## src/rtl/mips_pkg.sv

```systemverilog
// Shared encodings for the EX-stage multiply/divide unit.
//   MD_*    : 3-bit op codes presented on muldiv_unit.op
//   ST_*    : FSM state encodings used by muldiv_unit
package mips_pkg;

  localparam logic [2:0] MD_MULT  = 3'b000;
  localparam logic [2:0] MD_MULTU = 3'b001;
  localparam logic [2:0] MD_DIV   = 3'b010;
  localparam logic [2:0] MD_DIVU  = 3'b011;
  localparam logic [2:0] MD_MTHI  = 3'b100;
  localparam logic [2:0] MD_MTLO  = 3'b101;

  localparam logic [1:0] ST_IDLE = 2'd0;
  localparam logic [1:0] ST_CALC = 2'd1;
  localparam logic [1:0] ST_FIX  = 2'd2;

endpackage

```

## src/rtl/muldiv_step.sv

```systemverilog
// One radix-2 iteration of the shared multiply/divide datapath (combinational).
//   acc_i     : 2*WIDTH+1 accumulator
//               multiply: {partial product (WIDTH+1), remaining multiplier (WIDTH)}
//               divide  : {partial remainder (WIDTH+1), dividend/quotient (WIDTH)}
//   operand_i : multiplicand (multiply) or divisor (divide), both magnitudes
//   is_div_i  : selects restoring-divide step instead of shift-add step
//   acc_o     : accumulator after this step (divide leaves bit 0 clear)
//   q_bit_o   : quotient bit of this step; the caller ORs it into bit 0
module muldiv_step #(
  parameter int WIDTH = 32
) (
  input  logic [2*WIDTH:0] acc_i,
  input  logic [WIDTH-1:0] operand_i,
  input  logic             is_div_i,
  output logic [2*WIDTH:0] acc_o,
  output logic             q_bit_o
);

  logic [WIDTH:0]   sum;
  logic [2*WIDTH:0] sh;
  logic [WIDTH:0]   upper;
  logic [WIDTH:0]   diff;

  always_comb begin
    // Multiply: conditionally add multiplicand into the upper half, then shift right.
    sum   = acc_i[2*WIDTH:WIDTH] + (acc_i[0] ? {1'b0, operand_i} : '0);
    // Divide: shift left one, trial-subtract divisor from the widened upper half.
    sh    = {acc_i[2*WIDTH-1:0], 1'b0};
    upper = sh[2*WIDTH:WIDTH];
    diff  = upper - {1'b0, operand_i};
    acc_o   = '0;
    q_bit_o = 1'b0;
    if (is_div_i) begin
      // A zero divisor always "fits", giving an all-ones quotient and remainder = dividend.
      q_bit_o = (upper >= {1'b0, operand_i});
      acc_o   = {(q_bit_o ? diff : upper), sh[WIDTH-1:0]};
    end else begin
      acc_o = {1'b0, sum, acc_i[WIDTH-1:1]};
    end
  end

endmodule

```

## src/rtl/muldiv_unit.sv

```systemverilog
// Iterative multiply/divide unit owning the HI/LO register pair.
//   clk, reset (async, active-high)
//   start, op[2:0], a, b : request strobe, op code, rs/rt operands
//   abort                : pipeline flush, cancels any in-flight operation
//   busy                 : operation in flight (33 cycles for mul/div)
//   done                 : one-cycle pulse after HI/LO are written by mul/div
//   hi, lo               : architectural HI/LO registers
//   div_zero             : sticky divide-by-zero flag, cleared by next accepted mul/div
module muldiv_unit
  import mips_pkg::*;
#(
  parameter int WIDTH = 32
) (
  input  logic             clk,
  input  logic             reset,
  input  logic             start,
  input  logic [2:0]       op,
  input  logic [WIDTH-1:0] a,
  input  logic [WIDTH-1:0] b,
  input  logic             abort,
  output logic             busy,
  output logic             done,
  output logic [WIDTH-1:0] hi,
  output logic [WIDTH-1:0] lo,
  output logic             div_zero
);

  localparam int CW = $clog2(WIDTH) + 1;
  localparam logic [CW-1:0] LAST = CW'(WIDTH - 1);

  logic [1:0]         state_q, state_d;
  logic [CW-1:0]      cnt_q, cnt_d;
  logic [2*WIDTH:0]   acc_q, acc_d;
  logic [WIDTH-1:0]   opnd_q, opnd_d;
  logic               is_div_q, is_div_d, sgn_q, sgn_d, sa_q, sa_d, sb_q, sb_d;
  logic [WIDTH-1:0]   hi_q, hi_d, lo_q, lo_d;
  logic               done_q, done_d, dz_q, dz_d;

  logic               is_md_op, op_div, op_sgn;
  logic signed [WIDTH-1:0] a_s, b_s;
  logic               a_neg, b_neg;
  logic [WIDTH-1:0]   a_mag, b_mag;
  logic [2*WIDTH:0]   step_acc;
  logic               step_q;
  logic [2*WIDTH-1:0] prod;
  logic [WIDTH-1:0]   quo, rem;

  function automatic logic [WIDTH-1:0] neg_w(input logic [WIDTH-1:0] v, input logic en);
    return en ? (~v + 1'b1) : v;
  endfunction

  function automatic logic [2*WIDTH-1:0] neg_2w(input logic [2*WIDTH-1:0] v, input logic en);
    return en ? (~v + 1'b1) : v;
  endfunction

  muldiv_step #(.WIDTH(WIDTH)) u_step (
    .acc_i     (acc_q),
    .operand_i (opnd_q),
    .is_div_i  (is_div_q),
    .acc_o     (step_acc),
    .q_bit_o   (step_q)
  );

  always_comb begin
    is_md_op = (op == MD_MULT) || (op == MD_MULTU) || (op == MD_DIV) || (op == MD_DIVU);
    op_div   = (op == MD_DIV) || (op == MD_DIVU);
    op_sgn   = (op == MD_MULT) || (op == MD_DIV);
    a_s      = a;
    b_s      = b;
    a_neg    = op_sgn && (a_s < 0);
    b_neg    = op_sgn && (b_s < 0);
    // Negating the most negative value wraps to itself, which is its correct unsigned magnitude.
    a_mag    = neg_w(a, a_neg);
    b_mag    = neg_w(b, b_neg);

    prod = neg_2w(acc_q[2*WIDTH-1:0], sgn_q && (sa_q ^ sb_q));
    quo  = neg_w(acc_q[WIDTH-1:0], sgn_q && (sa_q ^ sb_q));
    rem  = neg_w(acc_q[2*WIDTH-1:WIDTH], sgn_q && sa_q);

    state_d  = state_q;
    cnt_d    = cnt_q;
    acc_d    = acc_q;
    opnd_d   = opnd_q;
    is_div_d = is_div_q;
    sgn_d    = sgn_q;
    sa_d     = sa_q;
    sb_d     = sb_q;
    hi_d     = hi_q;
    lo_d     = lo_q;
    dz_d     = dz_q;
    done_d   = 1'b0;

    if (abort) begin
      // Flush wins over everything, including a same-cycle request.
      state_d = ST_IDLE;
    end else begin
      case (state_q)
        ST_IDLE: begin
          if (start) begin
            if (op == MD_MTHI) begin
              hi_d = a;
            end else if (op == MD_MTLO) begin
              lo_d = a;
            end else if (is_md_op) begin
              acc_d    = {{(WIDTH+1){1'b0}}, (op_div ? a_mag : b_mag)};
              opnd_d   = op_div ? b_mag : a_mag;
              is_div_d = op_div;
              sgn_d    = op_sgn;
              sa_d     = a_neg;
              sb_d     = b_neg;
              dz_d     = op_div && (b == '0);
              cnt_d    = '0;
              state_d  = ST_CALC;
            end
          end
        end
        ST_CALC: begin
          acc_d = step_acc | {{(2*WIDTH){1'b0}}, step_q};
          cnt_d = cnt_q + 1'b1;
          if (cnt_q == LAST) begin
            state_d = ST_FIX;
          end
        end
        ST_FIX: begin
          if (is_div_q) begin
            lo_d = quo;
            hi_d = rem;
          end else begin
            {hi_d, lo_d} = prod;
          end
          done_d  = 1'b1;
          state_d = ST_IDLE;
        end
        default: state_d = ST_IDLE;
      endcase
    end
  end

  // Control and architectural state
  always_ff @(posedge clk or posedge reset) begin
    if (reset) begin
      state_q <= ST_IDLE;
      cnt_q   <= '0;
      hi_q    <= '0;
      lo_q    <= '0;
      done_q  <= 1'b0;
      dz_q    <= 1'b0;
    end else begin
      state_q <= state_d;
      cnt_q   <= cnt_d;
      hi_q    <= hi_d;
      lo_q    <= lo_d;
      done_q  <= done_d;
      dz_q    <= dz_d;
    end
  end

  // Iteration datapath; only meaningful while the FSM is out of IDLE
  always_ff @(posedge clk) begin
    acc_q    <= acc_d;
    opnd_q   <= opnd_d;
    is_div_q <= is_div_d;
    sgn_q    <= sgn_d;
    sa_q     <= sa_d;
    sb_q     <= sb_d;
  end

  assign busy     = (state_q != ST_IDLE);
  assign done     = done_q;
  assign hi       = hi_q;
  assign lo       = lo_q;
  assign div_zero = dz_q;

endmodule

```

## config.mk

```make
export PLATFORM = sky130hd
export DESIGN_NAME = muldiv_unit
export DESIGN_NICKNAME = d
export VERILOG_FILES = /design/src/rtl/mips_pkg.sv /design/src/rtl/muldiv_step.sv /design/src/rtl/muldiv_unit.sv
export SDC_FILE = /design/constraint.sdc
export NUM_CORES = 1
export LEC_CHECK = 0
export BUFFER_PORTS_ARGS = -buffer_cell sky130_fd_sc_hd__buf_4
export CAP_MARGIN = 30
export CORE_UTILIZATION = 30
export DETAILED_ROUTE_END_ITERATION = 8
export PLACE_DENSITY = 0.52
export RECOVER_POWER = 25
export SYNTH_ARGS = -nofsm -noshare
export SYNTH_HDL_FRONTEND = slang
export SYNTH_SLANG_ARGS = --single-unit
export TNS_END_PERCENT = 50
```

## constraint.sdc

```tcl
create_clock -name clk -period 3.3 [get_ports clk]
set_input_delay 0.33 -clock clk [delete_from_list [all_inputs] [get_ports clk]]
set_output_delay 0.33 -clock clk [all_outputs]
set_load 0.03 [all_outputs]
```

# Yosys cells after proc, flatten, opt, wreduce, memory -nomap -nowiden
# Index checks and enable logic that the tools add are counted.
# W data, S select, Z words.
# totals
regBits	175
latchBits	0
mem_bits_rw	0
rom_bits	0
input_bits	71
output_inout_bits	67
elab_cells	112
memories	0
# classes
add_sub_neg	8
n_mul	0
div	0
n_lt_le_gt_ge	3
eq_ne	19
shifts	0
muxes	39
n_bitwise	10
n_reduce_logical	21
# op_table
op	n
$mux W32	14
$mux W65	5
$pmux W65 S2	1
$add A32 B1 Y32 const B	4
$not A32 Y32	4
$pmux W32 S2	2
$or A65 B1 Y65	1
$add A64 B1 Y64 const B	1
$lt A32 B1 Y1 const B	2
$mux W64	1
$not A64 Y64	1
$add A33 B33 Y33	1
$ge A33 B32 Y1	1
$mux W33	1
$sub A33 B32 Y33	1
$logic_not A32 Y1	1
$mux W6	4
$ne A3 B3 Y1 const B	5
$mux W2	6
$ne A2 B2 Y1 const B	6
$pmux W6 S2	1
$reduce_and A6 Y1	2
$reduce_and A5 Y1	2
$add A6 B1 Y6 const B	1
16 further kinds	32

# Logic depth before layout (Yosys ltp)
# depth
word_depth	10
ltp_mapped	14
depth_no_buf	13

# Hierarchy
# From an unflattened synthesis, not the netlist that was laid out.
# hier_totals
hier_cells	1896
hier_area_um2	15502.4
# modules_own_cells
mod	n_inst	cells_each	area_each_um2	seq_area_each_um2
muldiv_unit	1	1156	10592.7	4884.7
muldiv_step	1	740	4909.7	0.0

# Worst setup path after synthesis
# Ideal clock, no wire load.
# synth_timing
path_type	reg-to-reg
start	register acc_q[0]
end	register acc_q[63] (data pin)
setup_ps	260
arrival_ps	3109
required_time_ps	3040
path_slack_ps	-69
stages_incl_launch_ff	14
cell_sequence	edfxtp_1 > inv_1 > clkbuf_1 > nor2_1 > ha_1 > a21oi_1 > o22ai_1 > o211ai_1 > nor2_1 > o41ai_1 > o31ai_1 > mux2_2 > o21ai_0 > nor3_1
# synth_between
elab_chain_cells	5
# synth_rtl
element	line	text
from (decl)	muldiv_unit.sv:33	logic [2*WIDTH:0] acc_q, acc_d;
from (signal assigned)	muldiv_unit.sv:160	acc_q <= acc_d;
$mux W32	muldiv_step.sv:26	sum = acc_i[2*WIDTH:WIDTH] + (acc_i[0] ? {1'b0, operand_i} : '0);
$add A33 B33 Y33	muldiv_step.sv:26	
$mux W65	muldiv_step.sv:33	if (is_div_i) begin
$or A65 B1 Y65	muldiv_unit.sv:118	acc_d = step_acc | {{(2*WIDTH){1'b0}}, step_q};
$pmux W65 S2	muldiv_unit.sv:97	case (state_q)
# Every way passes these cells.
# A chain may end at the register's enable or synchronous reset.

# Worst setup path in the final report
# Ends and elaborated chain as after synthesis.

==> flow_metrics.env <==
export IMPL_status="finished, violations left"
export IMPL_violations="max-capacitance violations, max-slew violations"
export IMPL_path_cells="and2_4 -> ha_4 -> fa_2 -> a21oi_2 -> o22ai_2 -> o211ai_1 -> buf_4 -> nor2_4 -> o41ai_4 -> buf_4 -> o31ai_2 -> mux2_2 -> o21ai_2 -> nor3_1"
export IMPL_instances_no_fill=2739
export IMPL_vias=15000
export IMPL_p_int_uw=4530
export IMPL_synth_cell_types=71
export IMPL_cts_sinks=175
export IMPL_min_period_over_period=0.980
export IMPL_reg2regPathDepth=14
export IMPL_floorplan_die_width_um=224
export IMPL_grtUsageMet2=0.387
export IMPL_ys_warn_count=0
export IMPL_die_y_um=224
export IMPL_track_usage=0.229
export IMPL_insertion_delay_ns=0.47
export IMPL_clock_fmax_ghz=0.309
export IMPL_first_global_vias=14400
export IMPL_crit_top_cell="buf_4"
export IMPL_fin_skew_ns=0.0216
export IMPL_worst_pin_slew_ns=2.24
export IMPL_async_reset_ff_frac=0.423
export IMPL_post_place_ws_ns=-0.101
export IMPL_power_switching_uw=2760
export IMPL_finalNetCount=2204
export IMPL_start_util=0.303
export IMPL_start_kind="register"
export IMPL_layout_commonest_cell="buf_4"
export IMPL_slowest_stage="edfxtp_1"
export IMPL_synth_edf_count=101
export IMPL_syn_inst=1830
export IMPL_r2r_start="acc_q[0]"
export IMPL_port_buffers=137
export IMPL_power_uw=7290
export IMPL_drv_cap=1
export IMPL_required_ns=3.52
export IMPL_power_density_nw_per_um2=397
export IMPL_rsz0062_at_grt="true"
export IMPL_r2r_setup_slack_ns=0.07
export IMPL_seq_power_share=0.384
export IMPL_dp_cells=2698
export IMPL_hpwl_mm=46.9
export IMPL_final_setup_tns_ns=0
export IMPL_coreArea_um2=48800
export IMPL_grt_ovfl_total=0
export IMPL_antenna_found_initial=0
export IMPL_grt_use_met3=0.0340
export IMPL_routed_wire_length_per_instance_um=21.4
export IMPL_drt_pass1_iterations=5
export IMPL_crit_path_max_incr_delay_ns=0.44
export IMPL_final_cell_mix="268 x buf_4, 217 x a21oi_1, 200 x nand2_1"
export IMPL_area_growth_pct=23.9
export IMPL_syn_num_nets=1972
export IMPL_drt_wl_total_mm=58.5
export IMPL_drive_above_1_share=0.178
export IMPL_timing_final_crit_period_ns=3.23
export IMPL_clkPwrFrac=0.270
export IMPL_cp_endpoint="acc_q[63]"
export IMPL_setup_viol=0
export IMPL_via_per_inst=5.46
export IMPL_cp_startpoint="acc_q[0]"
export IMPL_pwr_share_comb=0.345
export IMPL_cp_max_fo=4
export IMPL_hold_viol=0
export IMPL_place_gp_congestion=0.938
export IMPL_grt_busiest_layer="met2"
export IMPL_drc=0
export IMPL_use_met1=0.304
export IMPL_critPathKind="reg -> reg"
export IMPL_ir_worst_vdd_v=0.000284
export IMPL_r2r_end="acc_q[63]"
export IMPL_htree_levels=4
export IMPL_ys_ff_latch=175
export IMPL_rows=81
export IMPL_grt_max_degree=84
export IMPL_synth_flop_cell="edfxtp_1"
export IMPL_cp_end_kind="register"
export IMPL_cts_buffers=17
export IMPL_synth_area_um2=14800
export IMPL_io_pins=138
export IMPL_dieArea_um2=50300
export IMPL_cts_tree="built"
export IMPL_max_slew_margin=-0.498
export IMPL_grt_pass1_wl_mm=86.8
export IMPL_arrival_ns=3.46
export IMPL_clockBufferDepth=2
export IMPL_fin_ws_ns=0.0671
export IMPL_p_leak_uw=0.00770
export IMPL_drtAntennaViolNets=0
export IMPL_swShare=0.378
export IMPL_hp_class="in -> reg"
export IMPL_antenna_cells_inserted=0
export IMPL_synth_avg_cell_area_um2=8.10
export IMPL_final_util=0.376
export IMPL_yosysSeqAreaShare=0.329
export IMPL_clock_tree_root_cell="clkbuf_16"
export IMPL_drt_initial_drc_count=1229
export IMPL_path_clk_slew_ns=0.08
export IMPL_slew_viol_final=49
[critical path, delay by kind of cell, from the launching register on]
family,cells,cell delay [ns]
buffers and inverters,2,0.38
muxes,1,0.29
adders and majority gates,2,0.55
DFF,1,0.44
AOI/OAI and AO/OA,6,1.01
and+or+nand+nor,3,0.30
[kinds of logic (layout without fill, tap and decap cells)]
kind of cell	after synthesis	after routing	share of synthesized area
adder cells (fa/ha/maj)	71	71	0.0609
buffers and inverters	173	417	0.0441
multiplexers	69	69	0.0467
flip-flops	175	175	0.329
XOR/XNOR	167	167	0.0987
AND/OR/NAND/NOR	585	585	0.181
AO/OA/AOI/OAI	590	591	0.239
[registers in the layout (all words and copies together) (netlist names)]
signal / cells
opnd_q: 32
sa_q: 1
acc_q: 65
done: 1
sb_q: 1
state_q: 2
hi: 32
div_zero: 1
lo: 32
cnt_q: 6
is_div_q: 1
sgn_q: 1
[area by class of cell]
type | instances | area [um^2]
fillers | 5171 | 30500
multi-input cells | 1483 | 9520
flip-flops and latches | 175 | 4880
repair buffers | 306 | 2300
well taps | 664 | 831
clock buffers | 19 | 433
inverters | 79 | 298
clock inverters | 13 | 105
[Yosys cell counts (all sizes together), types with 18 or more instances]
master,number,share of area
nand3,32,0.011
nand4,18,0.0076
xnor2,84,0.050
inv,79,0.020
a21oi,223,0.075
edfxtp,101,0.20
nor2,193,0.049
dfrtp,74,0.12
o21ai,162,0.055
nor4,23,0.012
o31ai,28,0.015
ha,69,0.058
nand2,200,0.051
a21o,37,0.019
nor3,35,0.012
xor2,83,0.049
a31oi,18,0.0076
clkbuf,80,0.020
mux2i,68,0.046
[per-stage QoR]
step / hold slack (ns) / area, um^2
after floorplan: 0.402 / 14800
after global placement: 0.470 / 17700
after detailed placement: 0.240 / 17700
after CTS: 0.0456 / 18300
after global routing: 0.0714 / 18400
final: 0.0815 / 18400
[metal layers]
metal,routed length [um],part of all wire
met4,1490,0.025
met2,28000,0.48
met5,0,0
met1,25700,0.44
met3,3420,0.058
[repair_timing]
item | in CTS | in global routing
setup endpoints to repair | 4 | 26
pin swaps | 0 | 20
gates resized for setup | 5 | 42
hold buffers | 1 | 0
hold endpoints to repair | 6 | 0
cloned | 0 | 1
buffers inserted | 0 | 6
[worst min-delay path by stage]
stage,from,end,slack [ns],cells after the start
floorplan,abort,state_q[1],0.40,1
global placement,hi[23],hi[23],0.47,2
detailed placement,reset,hi[27],0.24,2
CTS,abort,state_q[1],0.05,2
global route,abort,state_q[1],0.07,2
finish,abort,state_q[1],0.08,2
[power by group through the flow]
stage / Combinational [uW] / Clock [uW] / Sequential [uW]
detailed placement: 2510 / 0 / 2850
finish: 2520 / 1970 / 2800
global placement: 2500 / 0 / 2840
floorplan: 1120 / 0 / 3170
global route: 2720 / 2090 / 2820
CTS: 2520 / 2020 / 2800
No activity file was read; power rests on OpenSTA's default activity.
